**src/rtl/tic_sequencer.sv**
```systemverilog
// Tile controller for one TiC-SAT tile: loads weights, streams activations, drains the
// array and reads results back through a 2-entry skid buffer with credit-based issue.
module tic_sequencer #(
    parameter logic [1:0] CMD_NOP      = 2'b00,
    parameter logic [1:0] CMD_LOAD_W   = 2'b01,
    parameter logic [1:0] CMD_STREAM   = 2'b10,
    parameter logic [1:0] CMD_READ     = 2'b11,
    parameter int unsigned ROWS_W      = 8,
    parameter int unsigned DRAIN_CYCLES = 7,
    parameter int unsigned READ_LAT    = 1
) (
    input  logic              clk,
    input  logic              reset,
    input  logic              start,
    input  logic [ROWS_W-1:0] num_rows,
    output logic              busy,
    output logic              done,
    input  logic              in_valid,
    input  logic [31:0]       in_data,
    output logic              in_ready,
    output logic              out_valid,
    output logic [31:0]       out_data,
    input  logic              out_ready,
    output logic [31:0]       sa_data,
    output logic [1:0]        sa_command,
    output logic [1:0]        sa_col,
    input  logic [31:0]       sa_result
);

    localparam int unsigned BEAT_W = ROWS_W + 2;
    localparam logic [BEAT_W-1:0] ONE        = BEAT_W'(1);
    localparam logic [BEAT_W-1:0] DRAIN_LAST = BEAT_W'(DRAIN_CYCLES - 1);
    localparam logic [3:0] PIPE_MASK = 4'((4'b1 << READ_LAT) - 4'b1);

    typedef enum logic [2:0] {
        S_IDLE, S_LOAD_W, S_STREAM, S_DRAIN, S_READ, S_DONE
    } state_t;

    state_t              state_q, state_d;
    logic [ROWS_W-1:0]   rows_q, rows_d;
    logic [BEAT_W-1:0]   beat_q, beat_d;
    logic [1:0]          col_q, col_d;
    logic [1:0]          cmd_q, cmd_d;
    logic [1:0]          sa_col_q, sa_col_d;
    logic [31:0]         sa_data_q, sa_data_d;
    logic                busy_q, busy_d;
    logic                done_q, done_d;
    logic [3:0]          pipe_q, pipe_d;
    logic [31:0]         skid_q [2];
    logic [31:0]         skid_d [2];
    logic                wr_ptr_q, wr_ptr_d;
    logic                rd_ptr_q, rd_ptr_d;
    logic [1:0]          cnt_q, cnt_d;

    logic [BEAT_W-1:0]   total;
    logic [2:0]          inflight;
    logic                credit_ok;
    logic                capture;
    logic                pop;

    assign total      = {rows_q, 2'b00};
    assign capture    = pipe_q[READ_LAT-1];
    assign pop        = (cnt_q != 2'd0) && out_ready;

    // The command register itself counts as an in-flight read: it is on the tile pins now.
    assign inflight   = 3'(cmd_q == CMD_READ) + 3'($countones(pipe_q & PIPE_MASK));
    assign credit_ok  = ({1'b0, cnt_q} + inflight) < 3'd2;

    assign busy       = busy_q;
    assign done       = done_q;
    assign in_ready   = (state_q == S_LOAD_W) || (state_q == S_STREAM);
    assign out_valid  = (cnt_q != 2'd0);
    assign out_data   = skid_q[rd_ptr_q];
    assign sa_data    = sa_data_q;
    assign sa_command = cmd_q;
    assign sa_col     = sa_col_q;

    always_comb begin
        state_d   = state_q;
        rows_d    = rows_q;
        beat_d    = beat_q;
        col_d     = col_q;
        cmd_d     = CMD_NOP;
        sa_col_d  = sa_col_q;
        sa_data_d = '0;
        busy_d    = busy_q;
        done_d    = 1'b0;

        unique case (state_q)
            S_IDLE: begin
                if (start) begin
                    rows_d  = num_rows;
                    busy_d  = 1'b1;
                    beat_d  = '0;
                    col_d   = '0;
                    state_d = (num_rows == '0) ? S_DONE : S_LOAD_W;
                end
            end
            S_LOAD_W: begin
                if (in_valid) begin
                    cmd_d     = CMD_LOAD_W;
                    sa_data_d = in_data;
                    sa_col_d  = col_q;
                    col_d     = col_q + 2'd1;
                    if (beat_q == BEAT_W'(3)) begin
                        beat_d  = '0;
                        state_d = S_STREAM;
                    end else begin
                        beat_d = beat_q + ONE;
                    end
                end
            end
            S_STREAM: begin
                if (in_valid) begin
                    cmd_d     = CMD_STREAM;
                    sa_data_d = in_data;
                    sa_col_d  = col_q;
                    col_d     = col_q + 2'd1;
                    if (beat_q == total - ONE) begin
                        beat_d  = '0;
                        state_d = S_DRAIN;
                    end else begin
                        beat_d = beat_q + ONE;
                    end
                end
            end
            S_DRAIN: begin
                cmd_d    = CMD_STREAM;
                sa_col_d = col_q;
                col_d    = col_q + 2'd1;
                if (beat_q == DRAIN_LAST) begin
                    beat_d  = '0;
                    col_d   = '0;
                    state_d = S_READ;
                end else begin
                    beat_d = beat_q + ONE;
                end
            end
            S_READ: begin
                if (beat_q != total) begin
                    if (credit_ok) begin
                        cmd_d    = CMD_READ;
                        sa_col_d = col_q;
                        col_d    = col_q + 2'd1;
                        beat_d   = beat_q + ONE;
                    end
                end else if (inflight == 3'd0 && cnt_q == 2'd0) begin
                    state_d = S_DONE;
                end
            end
            S_DONE: begin
                busy_d  = 1'b0;
                done_d  = 1'b1;
                state_d = S_IDLE;
            end
            default: state_d = S_IDLE;
        endcase
    end

    always_comb begin
        pipe_d   = {pipe_q[2:0], cmd_q == CMD_READ};
        skid_d   = skid_q;
        wr_ptr_d = wr_ptr_q;
        rd_ptr_d = rd_ptr_q;
        cnt_d    = cnt_q;
        if (capture) begin
            skid_d[wr_ptr_q] = sa_result;
            wr_ptr_d         = ~wr_ptr_q;
        end
        if (pop) begin
            rd_ptr_d = ~rd_ptr_q;
        end
        cnt_d = cnt_q + 2'(capture) - 2'(pop);
    end

    always_ff @(posedge clk or posedge reset) begin
        if (reset) begin
            state_q   <= S_IDLE;
            rows_q    <= '0;
            beat_q    <= '0;
            col_q     <= '0;
            cmd_q     <= CMD_NOP;
            sa_col_q  <= '0;
            sa_data_q <= '0;
            busy_q    <= 1'b0;
            done_q    <= 1'b0;
            pipe_q    <= '0;
            skid_q[0] <= '0;
            skid_q[1] <= '0;
            wr_ptr_q  <= 1'b0;
            rd_ptr_q  <= 1'b0;
            cnt_q     <= '0;
        end else begin
            state_q   <= state_d;
            rows_q    <= rows_d;
            beat_q    <= beat_d;
            col_q     <= col_d;
            cmd_q     <= cmd_d;
            sa_col_q  <= sa_col_d;
            sa_data_q <= sa_data_d;
            busy_q    <= busy_d;
            done_q    <= done_d;
            pipe_q    <= pipe_d;
            skid_q    <= skid_d;
            wr_ptr_q  <= wr_ptr_d;
            rd_ptr_q  <= rd_ptr_d;
            cnt_q     <= cnt_d;
        end
    end

endmodule

```
**config.mk**
```make
export PLATFORM = sky130hd
export DESIGN_NAME = tic_sequencer
export DESIGN_NICKNAME = d
export VERILOG_FILES = /design/src/rtl/tic_sequencer.sv
export SDC_FILE = /design/constraint.sdc
export NUM_CORES = 1
export LEC_CHECK = 0
export BUFFER_PORTS_ARGS = -buffer_cell sky130_fd_sc_hd__buf_2
export CORE_UTILIZATION = 53
export CTS_CLUSTER_DIAMETER = 30
export DETAILED_ROUTE_END_ITERATION = 12
export PLACE_DENSITY = 0.79
export SLEW_MARGIN = 10
export SYNTH_ARGS = -nofsm -noshare
export SYNTH_HDL_FRONTEND = slang
export SYNTH_SLANG_ARGS = --single-unit
```
**constraint.sdc**
```tcl
create_clock -name clk -period 4.7 [get_ports clk]
set_clock_uncertainty 0.15 [all_clocks]
set_input_delay 0.47 -clock clk [delete_from_list [all_inputs] [get_ports clk]]
set_output_delay 0.47 -clock clk [all_outputs]
set_load 0.05 [all_outputs]
```
==> impl_results.rst, run 1 <==
.. list-table::
   :header-rows: 1

   * - Metric
     - Value
   * - Leakage Power
     - 3.69 nW
   * - Share of total power in combinational logic
     - 48.1%
   * - Area Growth Syn to Fin
     - 26.1%
   * - Final Routed Wirelength
     - 13000 um
   * - Clock Pin Slew Worst Setup and Hold Paths
     - 0.05 ns
   * - Global-route layer with the greatest usage
     - met2
   * - Post-CTS resize count
     - 0
   * - TritonCTS Buffers
     - 17
   * - Initial antenna violation count
     - 0
   * - Count of placed standard cells including taps
     - 736
   * - Detailed-route wire length per cell
     - 16.9 um
   * - Setup crit start kind
     - flip-flop
   * - Vias in the first global route
     - 4313
   * - Biggest fanout along the worst timing path
     - 20
   * - IO buf count
     - 148
   * - GR Util met2
     - 37.3%
   * - Average footprint of a synthesized cell
     - 12.8 sq um
   * - Switching power
     - 2.93 mW
   * - Routability-driven placement congestion ratio
     - 0.878
   * - Count of distinct cell types in the synthesized netlist
     - 51
   * - Hold/Removal Path Class
     - input pin to flip-flop
   * - Final net count
     - 702
   * - Slowest stage cell on the critical path
     - dfrtp_1
   * - Startpoint of the most critical register-to-register path
     - pipe_q[0]
   * - CTS tree
     - built
   * - Later-pin clock latency in the skew report
     - 0.41 ns
   * - Pint
     - 3.78 mW
   * - Total number of H-tree levels
     - 4
   * - Areal power density over the cells
     - 887 nW/um^2
   * - Final core area utilization
     - 69.1%
   * - Number of enable-type register cells in the synthesized netlist
     - 0
   * - Initial core utilization
     - 54.8%
   * - Maximum achievable frequency
     - 355 MHz
   * - Number of pins with negative max-slew slack in the final report
     - 0
   * - Total grt overflow
     - 0
   * - Via count
     - 4232
   * - Cell count of the worst reg-to-reg path
     - 9
   * - Area leader, netlist
     - dfrtp_1
   * - Count of clock tree sinks
     - 130
   * - Clock Tree Buf Depth
     - 2
   * - Synth warn
     - 0
   * - Critical R2R Capture
     - beat_q[4]
   * - Setup TNS
     - 0 ns
   * - Unrepaired setup endpoints after global routing
     - no
   * - Period utilisation layout
     - 59.9%
   * - Number of flip-flops and latches in the synthesized netlist
     - 130
   * - WP buf/inv
     - 2
   * - I/O pin count
     - 149
   * - Die height
     - 108 um
   * - Post-Synthesis Cell Area
     - 5990 sq um
   * - CP startpoint
     - rd_ptr_q
   * - Chip Width
     - 108 um
   * - Sequential cell area fraction in the yosys report
     - 54.3%
   * - Antenna diodes
     - 0
   * - Clock Tree Root
     - clkbuf_16
   * - Remaining number of nets flagged by the antenna check after routing
     - 0
   * - DRC errors left
     - 0
   * - Maximum vdd ir drop
     - 538 uV
   * - Proportion of synthesized flip-flops having asynchronous set or reset
     - 100%
   * - Sequential share of power
     - 28.8%
   * - Levels on crit path
     - 3
   * - Kind of cell adding the most delay to the critical path
     - flip-flops
   * - Share of Yosys cell area claimed by the top area cell type
     - 54.3%
   * - Proportion of power drawn by the clock network
     - 23.1%
   * - Count of non-filler cells in the finished layout
     - 769
   * - Count of mapped cells out of synthesis
     - 470
   * - Max-cap viol count
     - 0
   * - Pin count of the biggest net entering global routing
     - 63
   * - Max-Slew Margin vs Limit
     - 31.2%
   * - Post-route minimum period
     - 2.82 ns
   * - CP endpoint kind
     - primary output
   * - Run status
     - complete, no violations
   * - Post-synth net total
     - 556
   * - Wire length of the first global-routing pass
     - 20400 um
   * - Area of the core
     - 10900 sq um
   * - Count of endpoints failing hold in the final timing report
     - 0
   * - Worst reg2reg setup slack
     - 1.96 ns
   * - Layout cells sized above 1
     - 48.6%
   * - Critical Path RT
     - 4.08 ns
   * - Standard-cell row count
     - 38
   * - Data arrival, critical path
     - 2.20 ns
   * - Last element of the critical path
     - out_data[9]
   * - GR Util met1
     - 28.0%
   * - Total GRT Usage
     - 23.0%
   * - Dominant cells by area after synthesis
     - dfrtp_1, mux2_2, and3_1, xnor2_1, ha_1
   * - Final setup violation count
     - 0
   * - Prevailing post-synth register cell
     - dfrtp_1
   * - Switching share of power
     - 43.7%
   * - Transition at the pin with the smallest max-transition slack
     - 1.03 ns
   * - Avg Vias per Cell
     - 5.50
   * - Minimum hold slack
     - 0.141 ns
   * - Floorplan die area
     - 11700 sq um
   * - HPWL after detailed placement
     - 8820 um
   * - Maximum cell stage delay along the critical path
     - 0.75 ns
   * - Cell-by-cell listing of the critical path
     - buf_4 -> mux2_2 -> buf_2
   * - GR Util met3
     - 6.51%
   * - Number of DRC markers after the initial detailed-route iteration
     - 182
   * - Category of the critical setup timing path
     - flip-flop to primary output
   * - Total power of the final layout
     - 6.70 mW
   * - Number of iterations in the first detailed-routing pass
     - 4
[cell families after synthesis]
| logic type | after synthesis | synth area share, % |
|---|---|---|
| flip-flops | 130 | 54.3 |
| AND/OR/NAND/NOR | 117 | 11.9 |
| multiplexers | 109 | 20.4 |
| buffers and inverters | 44 | 3.01 |
| AO/OA/AOI/OAI | 40 | 5.34 |
| XOR/XNOR | 21 | 3.07 |
| adder cells (fa/ha/maj) | 9 | 2.00 |
[cell type report]
type / count / area (sq um)
Sequential cell: 130 / 3250
Multi-Input combinational cell: 296 / 2560
Fill cell: 807 / 3380
Timing Repair Buffer: 156 / 803
Tap cell: 140 / 175
Clock buffer: 24 / 512
Clock inverter: 8 / 194
Inverter: 15 / 58.8
[metal layers]
layer | wire (um) | up-vias | part of all wire [%]
met2 | 6320 | 140 | 49
li1 | - | 1956 | -
met5 | 0 | - | 0
met4 | 376 | 0 | 2.9
met3 | 787 | 33 | 6.1
met1 | 5520 | 2103 | 42
[what timing repair did]
item,4_1_cts,5_1_grt
hold buffers,1,0
buffers inserted,0,0
hold endpoints to repair,31,0
[sequential cells by signal, summed over array words and instances (netlist names), 2 cells and up]
signal / cells
skid_q: 64
cnt_q: 2
rows_q: 8
state_q: 3
col_q: 2
sa_command: 2
sa_data: 32
beat_q: 10
sa_col: 2
[worst min-delay path by stage]
stage	start	to	slack, ns	depth (start not counted)
after floorplan	wr_ptr_q	wr_ptr_q	0.31	1
after global placement	skid_q[9]	skid_q[9]	0.33	1
after detailed placement	skid_q[11]	skid_q[11]	0.34	1
after CTS	in_data[8]	sa_data[8]	0.13	2
after global routing	in_data[7]	sa_data[7]	0.13	2
final	in_data[29]	sa_data[29]	0.14	2
[metrics by stage]
stage          cell area, sq um  worst slack, ns
2_1_floorplan              5990            0.611
4_1_cts                    7560             1.84
3_5_place_dp               6840             1.84
6_report                   7560             1.88
3_3_place_gp               6840             2.04
5_1_grt                    7560             1.80
[power by group through the flow]
stage	sequential, mW	combinational [mW]	clock (mW)
3_5_place_dp	1.94	3.22	0
3_3_place_gp	1.90	3.15	0
5_1_grt	1.99	3.42	1.63
6_report	1.93	3.22	1.55
2_1_floorplan	2.18	2.31	0
4_1_cts	1.93	3.24	1.57
[cell usage in the layout, fill, tap and decap left out, types with 4 or more instances in the layout]
master	count
a21oi_1	6
xor2_1	4
mux2_2	104
o21ai_0	13
and3_1	42
bufinv_16	6
buf_4	7
nand2_1	18
nor3b_1	5
clkbuf_8	6
inv_1	14
nor3_1	4
buf_2	148
xnor2_1	17
nor2_1	17
nand3_1	6
ha_1	8
dfrtp_1	130
clkbuf_16	17
[synth_stat cells, types with 2 or more instances]
cell	n
and2_1	2
inv_1	15
nor2_1	18
nor4_2	3
clkbuf_1	16
buf_1	3
and3_1	42
nor3b_1	5
nand2b_1	3
nand3_1	6
nor3_1	4
mux2_2	104
nor2b_1	2
nor4_1	3
o22ai_1	2
nor4_4	3
dfrtp_1	130
o21ai_0	13
nand4_1	3
a21oi_1	6
xor2_1	4
xnor2_1	17
ha_1	8
o21bai_1	2
a211oi_1	3
nand2_1	18
mux2_1	2
buf_2	8
mux2i_1	3
Note: power is estimated with default switching activity, not from simulation.
==> run 2, diff against run 1 <==
- clock period: 4.7 -> 2.78 ns (I/O delays scaled with it)
==> impl_results.rst, run 2 (synthesis results as in run 1) <==
.. list-table::
   :header-rows: 1

   * - Metric
     - Value
   * - Run status
     - complete, no violations
   * - Layout cells sized above 1
     - 44.0% (-4.7 points)
   * - Sequential share of power
     - 28.4% (-0.4 points)
   * - Origin of the worst min-delay path
     - in_valid
   * - Critical R2R Capture
     - beat_q[4]
   * - Avg Vias per Cell
     - 5.34 (-2.9%)
   * - Cell count of the worst reg-to-reg path
     - 9 (unchanged)
   * - Data arrival, critical path
     - 2.75 ns (+0.55 ns)
   * - Total GRT Usage
     - 26.1% (+3.1 points)
   * - Final net count
     - 779 (+11%)
   * - Maximum vdd ir drop
     - 791 uV (+47%)
   * - Max reg flops
     - 64 (unchanged)
   * - CTS tree
     - built
   * - Area Growth Syn to Fin
     - 37.9%
   * - Max-cap viol count
     - 0 (unchanged)
   * - Pin count of the biggest net entering global routing
     - 59 (-6.3%)
   * - Biggest fanout along the worst timing path
     - 6 (-70%)
   * - Areal power density over the cells
     - 1360 nW/um^2 (+53%)
   * - Total number of H-tree levels
     - 4 (unchanged)
   * - DRC errors left
     - 0 (unchanged)
   * - Die height
     - 108 um (unchanged)
   * - Total cell area at the placement stage
     - 6930 sq um (+1.2%)
   * - I/O pin count
     - 149 (unchanged)
   * - Worst reg2reg setup slack
     - 0.15 ns (-1.81 ns)
   * - Hold/Removal Path Class
     - input pin to flip-flop
   * - Later-pin clock latency in the skew report
     - 0.41 ns (about the same)
   * - Total grt overflow
     - 0 (unchanged)
   * - Critical Path RT
     - 2.90 ns (-1.18 ns)
   * - Setup TNS
     - 0 ns (unchanged)
   * - HPWL after detailed placement
     - 9230 um (+4.6%)
   * - Number of DRC markers after the initial detailed-route iteration
     - 199 (+9.3%)
   * - Final Routed Wirelength
     - 14600 um (+12%)
   * - Most used cells in the layout excluding fill and tap cells
     - buf_2, dfrtp_1, mux2_2
   * - Switching power
     - 5.03 mW (+72%)
   * - Transition at the pin with the smallest max-transition slack
     - 1.03 ns (+0.00639 ns)
   * - Proportion of power drawn by the clock network
     - 20.5% (-2.6 points)
   * - Startpoint of the most critical register-to-register path
     - pipe_q[0]
   * - Count of non-filler cells in the finished layout
     - 845 (+9.9%)
   * - Clock Pin Slew Worst Setup and Hold Paths
     - 0.06 ns (about the same)
   * - Initial core utilization
     - 54.8% (unchanged)
   * - Cell-by-cell listing of the critical path
     - inv_1 -> ha_1 -> nand2_1 -> fa_1 -> and3_1 -> o31ai_4 -> o31a_2 -> nor4_4 -> nor3_1
   * - Largest register by flop count
     - skid_q
   * - Setup crit start kind
     - flip-flop
   * - Standard-cell row count
     - 38 (unchanged)
   * - Pint
     - 6.19 mW (+64%)
   * - Final Instance Area
     - 8270 sq um (+9.4%)
   * - Count of placed standard cells including taps
     - 741 (+0.68%)
   * - Worst Hold Path Cells
     - 3 (+1)
   * - Via count
     - 4515 (+6.7%)
   * - Wire length of the first global-routing pass
     - 23300 um (+14%)
   * - Count of endpoints failing hold in the final timing report
     - 0 (unchanged)
   * - Leakage Power
     - 3.97 nW (+7.6%)
   * - Period utilisation layout
     - 94.5%
   * - Share of total power in combinational logic
     - 51.1% (+3.0 points)
   * - Number of iterations in the first detailed-routing pass
     - 4 (unchanged)
   * - Routability-driven placement congestion ratio
     - 0.823 (-6.3%)
   * - Maximum achievable frequency
     - 381 MHz
   * - Slowest stage cell on the critical path
     - fa_1
   * - Total power of the final layout
     - 11.2 mW (+67%)
   * - Count of clock tree sinks
     - 130 (unchanged)
   * - Post-CTS resize count
     - 0 (unchanged)
   * - Vias in the first global route
     - 4847 (+12%)
   * - Area of the core
     - 10900 sq um (unchanged)
   * - Detailed-route wire length per cell
     - 17.3 um (+2.1%)
   * - Commonest non-fill, non-tap cell in the layout
     - buf_2
   * - Maximum cell stage delay along the critical path
     - 0.48 ns (-0.27 ns)
   * - Initial antenna violation count
     - 0 (unchanged)
   * - Final setup violation count
     - 0 (unchanged)
   * - IO buf count
     - 148 (unchanged)
   * - Clock Tree Root
     - clkbuf_16
   * - Switching share of power
     - 44.8% (+1.2 points)
   * - TritonCTS Buffers
     - 17 (unchanged)
   * - Post-route minimum period
     - 2.63 ns
   * - Chip Width
     - 108 um (unchanged)
   * - Fill cell instance count of the final layout
     - 694 (-14%)
   * - Unrepaired setup endpoints after global routing
     - no
   * - Final core area utilization
     - 75.6% (+6.5 points)
   * - Worst hold path endpoint
     - sa_command[0]
   * - Floorplan die area
     - 11700 sq um (unchanged)
   * - Category of the critical setup timing path
     - flip-flop to flip-flop
   * - Antenna diodes
     - 0 (unchanged)
   * - Max-Slew Margin vs Limit
     - 30.8% (-0.43 points)
   * - Clock Tree Buf Depth
     - 2 (unchanged)
   * - Number of pins with negative max-slew slack in the final report
     - 0 (unchanged)
   * - Remaining number of nets flagged by the antenna check after routing
     - 0 (unchanged)
   * - CP endpoint kind
     - flip-flop
run 2: cell types whose count changed in the layout (fill, tap and decap cells not counted), moves of 2 or more:
cell	previous run	this run
clkinv_2	1	3
dfrtp_2	0	2
clkbuf_1	1	3
dfrtp_1	130	128
buf_12	0	3
bufinv_16	6	4
dlygate4sd3_1	1	73
clkbuf_8	6	1
buf_4	7	9
clkinvlp_4	0	3
run 2: metrics by stage:
step           worst slack (ns)  hold WS (ns)
2_1_floorplan             0.121         0.245
3_3_place_gp              0.216         0.239
3_5_place_dp              0.126         0.252
4_1_cts                   0.119        0.0285
5_1_grt                 0.00170        0.0684
6_report                  0.152        0.0403
run 2: final cells by class:
cell class              instances  area, sq um  area share, %
multi-input cells             296         2570           31.1
inverters                      15         60.1          0.726
flip-flops and latches        130         3260           39.4
clock inverters                10          159           1.92
well taps                     140          175           2.12
repair buffers                233         1600           19.3
clock buffers                  21          450           5.45
run 2: power groups by stage:
stage | registers [mW] | logic (mW) | clock network (mW)
floorplan | 3.69 | 3.90 | 0
global placement | 3.13 | 5.48 | 0
detailed placement | 3.20 | 5.61 | 0
CTS | 3.18 | 5.73 | 2.33
global route | 3.28 | 6.09 | 2.42
finish | 3.19 | 5.74 | 2.30
run 2: worst max path at each step:
stage | startpoint | end | slack [ns] | cells past startpoint
4_1_cts | pipe_q[0] | beat_q[4] | 0.12 | 9
3_5_place_dp | pipe_q[0] | beat_q[4] | 0.13 | 9
5_1_grt | sa_command[0] | beat_q[2] | 0.002 | 10
3_3_place_gp | sa_command[0] | beat_q[4] | 0.22 | 9
6_report | pipe_q[0] | beat_q[4] | 0.15 | 9
2_1_floorplan | sa_command[0] | beat_q[4] | 0.12 | 9
run 2: critical path, delay by kind of cell, from the launching register on:
family / cells / cell delay (ns)
AOI/OAI and AO/OA: 2 / 0.28
adders and majority gates: 2 / 0.76
buffers and inverters: 1 / 0.08
DFF: 1 / 0.34
and+or+nand+nor: 4 / 0.85
run 2: per-layer routing:
layer	up-vias	wire [um]	global-route usage (%)
met3	28	920	8.26
met1	2230	5940	30.1
met4	0	257	8.59
met2	151	7470	45.8
met5	-	0	0
li1	2106	-	-
run 2: repair_timing:
action	in CTS	in global routing
hold buffers	73	0
setup buffers	0	0
endpoints found under the hold margin	129	0
endpoints found under the setup margin	0	3
==> run 3, diff against run 2 <==
- PLACE_DENSITY: 0.79 -> 0.8
==> impl_results.rst, run 3 (synthesis results as in run 1) <==
.. list-table::
   :header-rows: 1

   * - Metric
     - Value
   * - Run status
     - complete, no violations
   * - Setup crit start kind
     - flip-flop
   * - WP buf/inv
     - 1 (unchanged)
   * - Final Routed Wirelength
     - 14300 um (-1.8%)
   * - Routability-driven placement congestion ratio
     - 0.846 (+2.7%)
   * - Setup TNS
     - 0 ns (unchanged)
   * - Total cell area at the placement stage
     - 6920 sq um (about the same)
   * - I/O pin count
     - 149 (unchanged)
   * - Via count
     - 4527 (+0.27%)
   * - Standard-cell row count
     - 38 (unchanged)
   * - Pin count of the biggest net entering global routing
     - 64 (+8.5%)
   * - Leakage Power
     - 3.97 nW (about the same)
   * - Areal power density over the cells
     - 1360 nW/um^2 (+0.23%)
   * - Largest register by flop count
     - skid_q
   * - Switching share of power
     - 45.0% (+0.18 points)
   * - Data arrival, critical path
     - 2.78 ns (+0.03 ns)
   * - CTS tree
     - built
   * - Post-route minimum period
     - 2.66 ns (+0.0296 ns)
   * - Switching power
     - 5.07 mW (+0.79%)
   * - Slowest stage cell on the critical path
     - nor4_4
   * - Fill cell instance count of the final layout
     - 682 (-1.7%)
   * - Avg Vias per Cell
     - 5.35 (+0.15%)
   * - Initial antenna violation count
     - 0 (unchanged)
   * - Max-Slew Margin vs Limit
     - 33.8% (+3.0 points)
   * - Pint
     - 6.20 mW (about the same)
   * - Clock Pin Slew Worst Setup and Hold Paths
     - 0.06 ns (about the same)
   * - IO buf count
     - 148 (unchanged)
   * - Unrepaired setup endpoints after global routing
     - no
   * - Most used cells in the layout excluding fill and tap cells
     - buf_2, dfrtp_1, mux2_2
   * - Area of the core
     - 10900 sq um (unchanged)
   * - Period utilisation layout
     - 95.6% (+1.1 points)
   * - Share of total power in combinational logic
     - 50.8% (-0.3 points)
   * - Area Growth Syn to Fin
     - 38.1%
   * - Maximum achievable frequency
     - 376 MHz (-1.1%)
   * - Biggest fanout along the worst timing path
     - 6 (unchanged)
   * - Maximum cell stage delay along the critical path
     - 0.50 ns (+0.02 ns)
   * - Cell-by-cell listing of the critical path
     - inv_1 -> ha_1 -> nand2_1 -> fa_1 -> and3_1 -> o31ai_4 -> o31a_2 -> nor4_4 -> nor3_1
   * - Number of buffers added for setup after CTS
     - 0 (unchanged)
   * - Final net count
     - 779 (unchanged)
   * - Number of iterations in the first detailed-routing pass
     - 4 (unchanged)
   * - Post-CTS resize count
     - 0 (unchanged)
   * - Wire length of the first global-routing pass
     - 23000 um (-1.6%)
   * - Chip Width
     - 108 um (unchanged)
   * - Transition at the pin with the smallest max-transition slack
     - 0.987 ns (-0.0446 ns)
   * - Count of placed standard cells including taps
     - 741 (unchanged)
   * - Max reg flops
     - 64 (unchanged)
   * - Later-pin clock latency in the skew report
     - 0.41 ns (about the same)
   * - Antenna diodes
     - 0 (unchanged)
   * - Initial core utilization
     - 54.8% (unchanged)
   * - Clock Tree Buf Depth
     - 2 (unchanged)
   * - HPWL after detailed placement
     - 8960 um (-3.0%)
   * - Total number of H-tree levels
     - 4 (unchanged)
   * - Detailed-route wire length per cell
     - 16.9 um (-1.9%)
   * - Final Instance Area
     - 8280 sq um (+0.15%)
   * - Proportion of power drawn by the clock network
     - 20.9% (+0.4 points)
   * - Count of endpoints failing hold in the final timing report
     - 0 (unchanged)
   * - Count of clock tree sinks
     - 130 (unchanged)
   * - Vias in the first global route
     - 4829 (-0.37%)
   * - TritonCTS Buffers
     - 17 (unchanged)
   * - Hold/Removal Path Class
     - input pin to flip-flop
   * - Floorplan die area
     - 11700 sq um (unchanged)
   * - Layout cells sized above 1
     - 44.3% (+0.36 points)
   * - Clock Tree Root
     - clkbuf_16
   * - Final setup violation count
     - 0 (unchanged)
   * - Category of the critical setup timing path
     - flip-flop to flip-flop
   * - Remaining number of nets flagged by the antenna check after routing
     - 0 (unchanged)
   * - Maximum vdd ir drop
     - 1060 uV (+34%)
   * - Count of non-filler cells in the finished layout
     - 846 (+0.12%)
   * - Kind of cell adding the most delay to the critical path
     - simple AND/OR/NAND/NOR gates
   * - Total GRT Usage
     - 25.6% (-0.51 points)
   * - CP endpoint kind
     - flip-flop
   * - Commonest non-fill, non-tap cell in the layout
     - buf_2
   * - Number of pins with negative max-slew slack in the final report
     - 0 (unchanged)
   * - Sequential share of power
     - 28.4% (about the same)
   * - DRC errors left
     - 0 (unchanged)
   * - Die height
     - 108 um (unchanged)
   * - Critical Path RT
     - 2.90 ns (about the same)
   * - Number of DRC markers after the initial detailed-route iteration
     - 282 (+42%)
   * - Total grt overflow
     - 0 (unchanged)
   * - Max-cap viol count
     - 0 (unchanged)
run 3: per-stage QoR:
stage                     setup WS (ns)  hold WS [ns]  utilization [%]  total power, mW
after CTS                        0.0963        0.0208             75.7             11.3
after global routing            0.00573        0.0560             75.7             11.9
after floorplan                   0.121         0.245                -             7.59
after global placement            0.221         0.267             63.3             8.60
final                             0.123        0.0405             75.7             11.3
after detailed placement          0.102         0.278             63.3             8.79
run 3: worst min-delay path: cells and delay by family:
kind / cells / cell delay [ns]
buf+inv: 1 / 0.14
compound gates: 1 / 0.06
simple gates: 1 / 0.07
run 3: power by group through the flow:
stage | combinational [mW] | sequential, mW | clock [mW]
after floorplan | 3.90 | 3.69 | 0
after global placement | 5.46 | 3.14 | 0
after detailed placement | 5.58 | 3.21 | 0
after CTS | 5.70 | 3.18 | 2.39
after global routing | 6.07 | 3.29 | 2.49
final | 5.72 | 3.20 | 2.35
run 3: worst paths after layout:
path	from	endpoint	slack (ns)	depth (start not counted)
setup / recovery	pipe_q[0]	beat_q[4]	0.12	9
hold / removal	in_valid	sa_command[0]	0.04	3
setup reg to reg	pipe_q[0]	beat_q[4]	0.12	9
hold reg to reg	rd_ptr_q	rd_ptr_q	0.33	1
max in group asynchronous	reset	sa_command[0]	1.33	4
min in group asynchronous	reset	skid_q[4]	0.40	3
run 3: area by class of cell:
| class | instances | area (sq um) | share of cell area [%] |
|---|---|---|---|
| timing repair buffer | 233 | 1600 | 19.3 |
| inverter | 15 | 60.1 | 0.725 |
| tap | 140 | 175 | 2.12 |
| sequential | 130 | 3260 | 39.3 |
| clock inverter | 13 | 184 | 2.22 |
| clock buffer | 19 | 443 | 5.35 |
| multi-input combinational | 296 | 2560 | 31.0 |
run 3: routing by layer:
metal	GRT usage, %	wire length (um)
met5	0	0
met3	7.11	839
met4	8.20	238
met2	44.1	7090
met1	31.0	6170
run 3: repair_timing:
action                                 in CTS  in global routing
setup endpoints to repair                   0                  1
endpoints found under the hold margin     133                  0
hold buffers                               73                  0
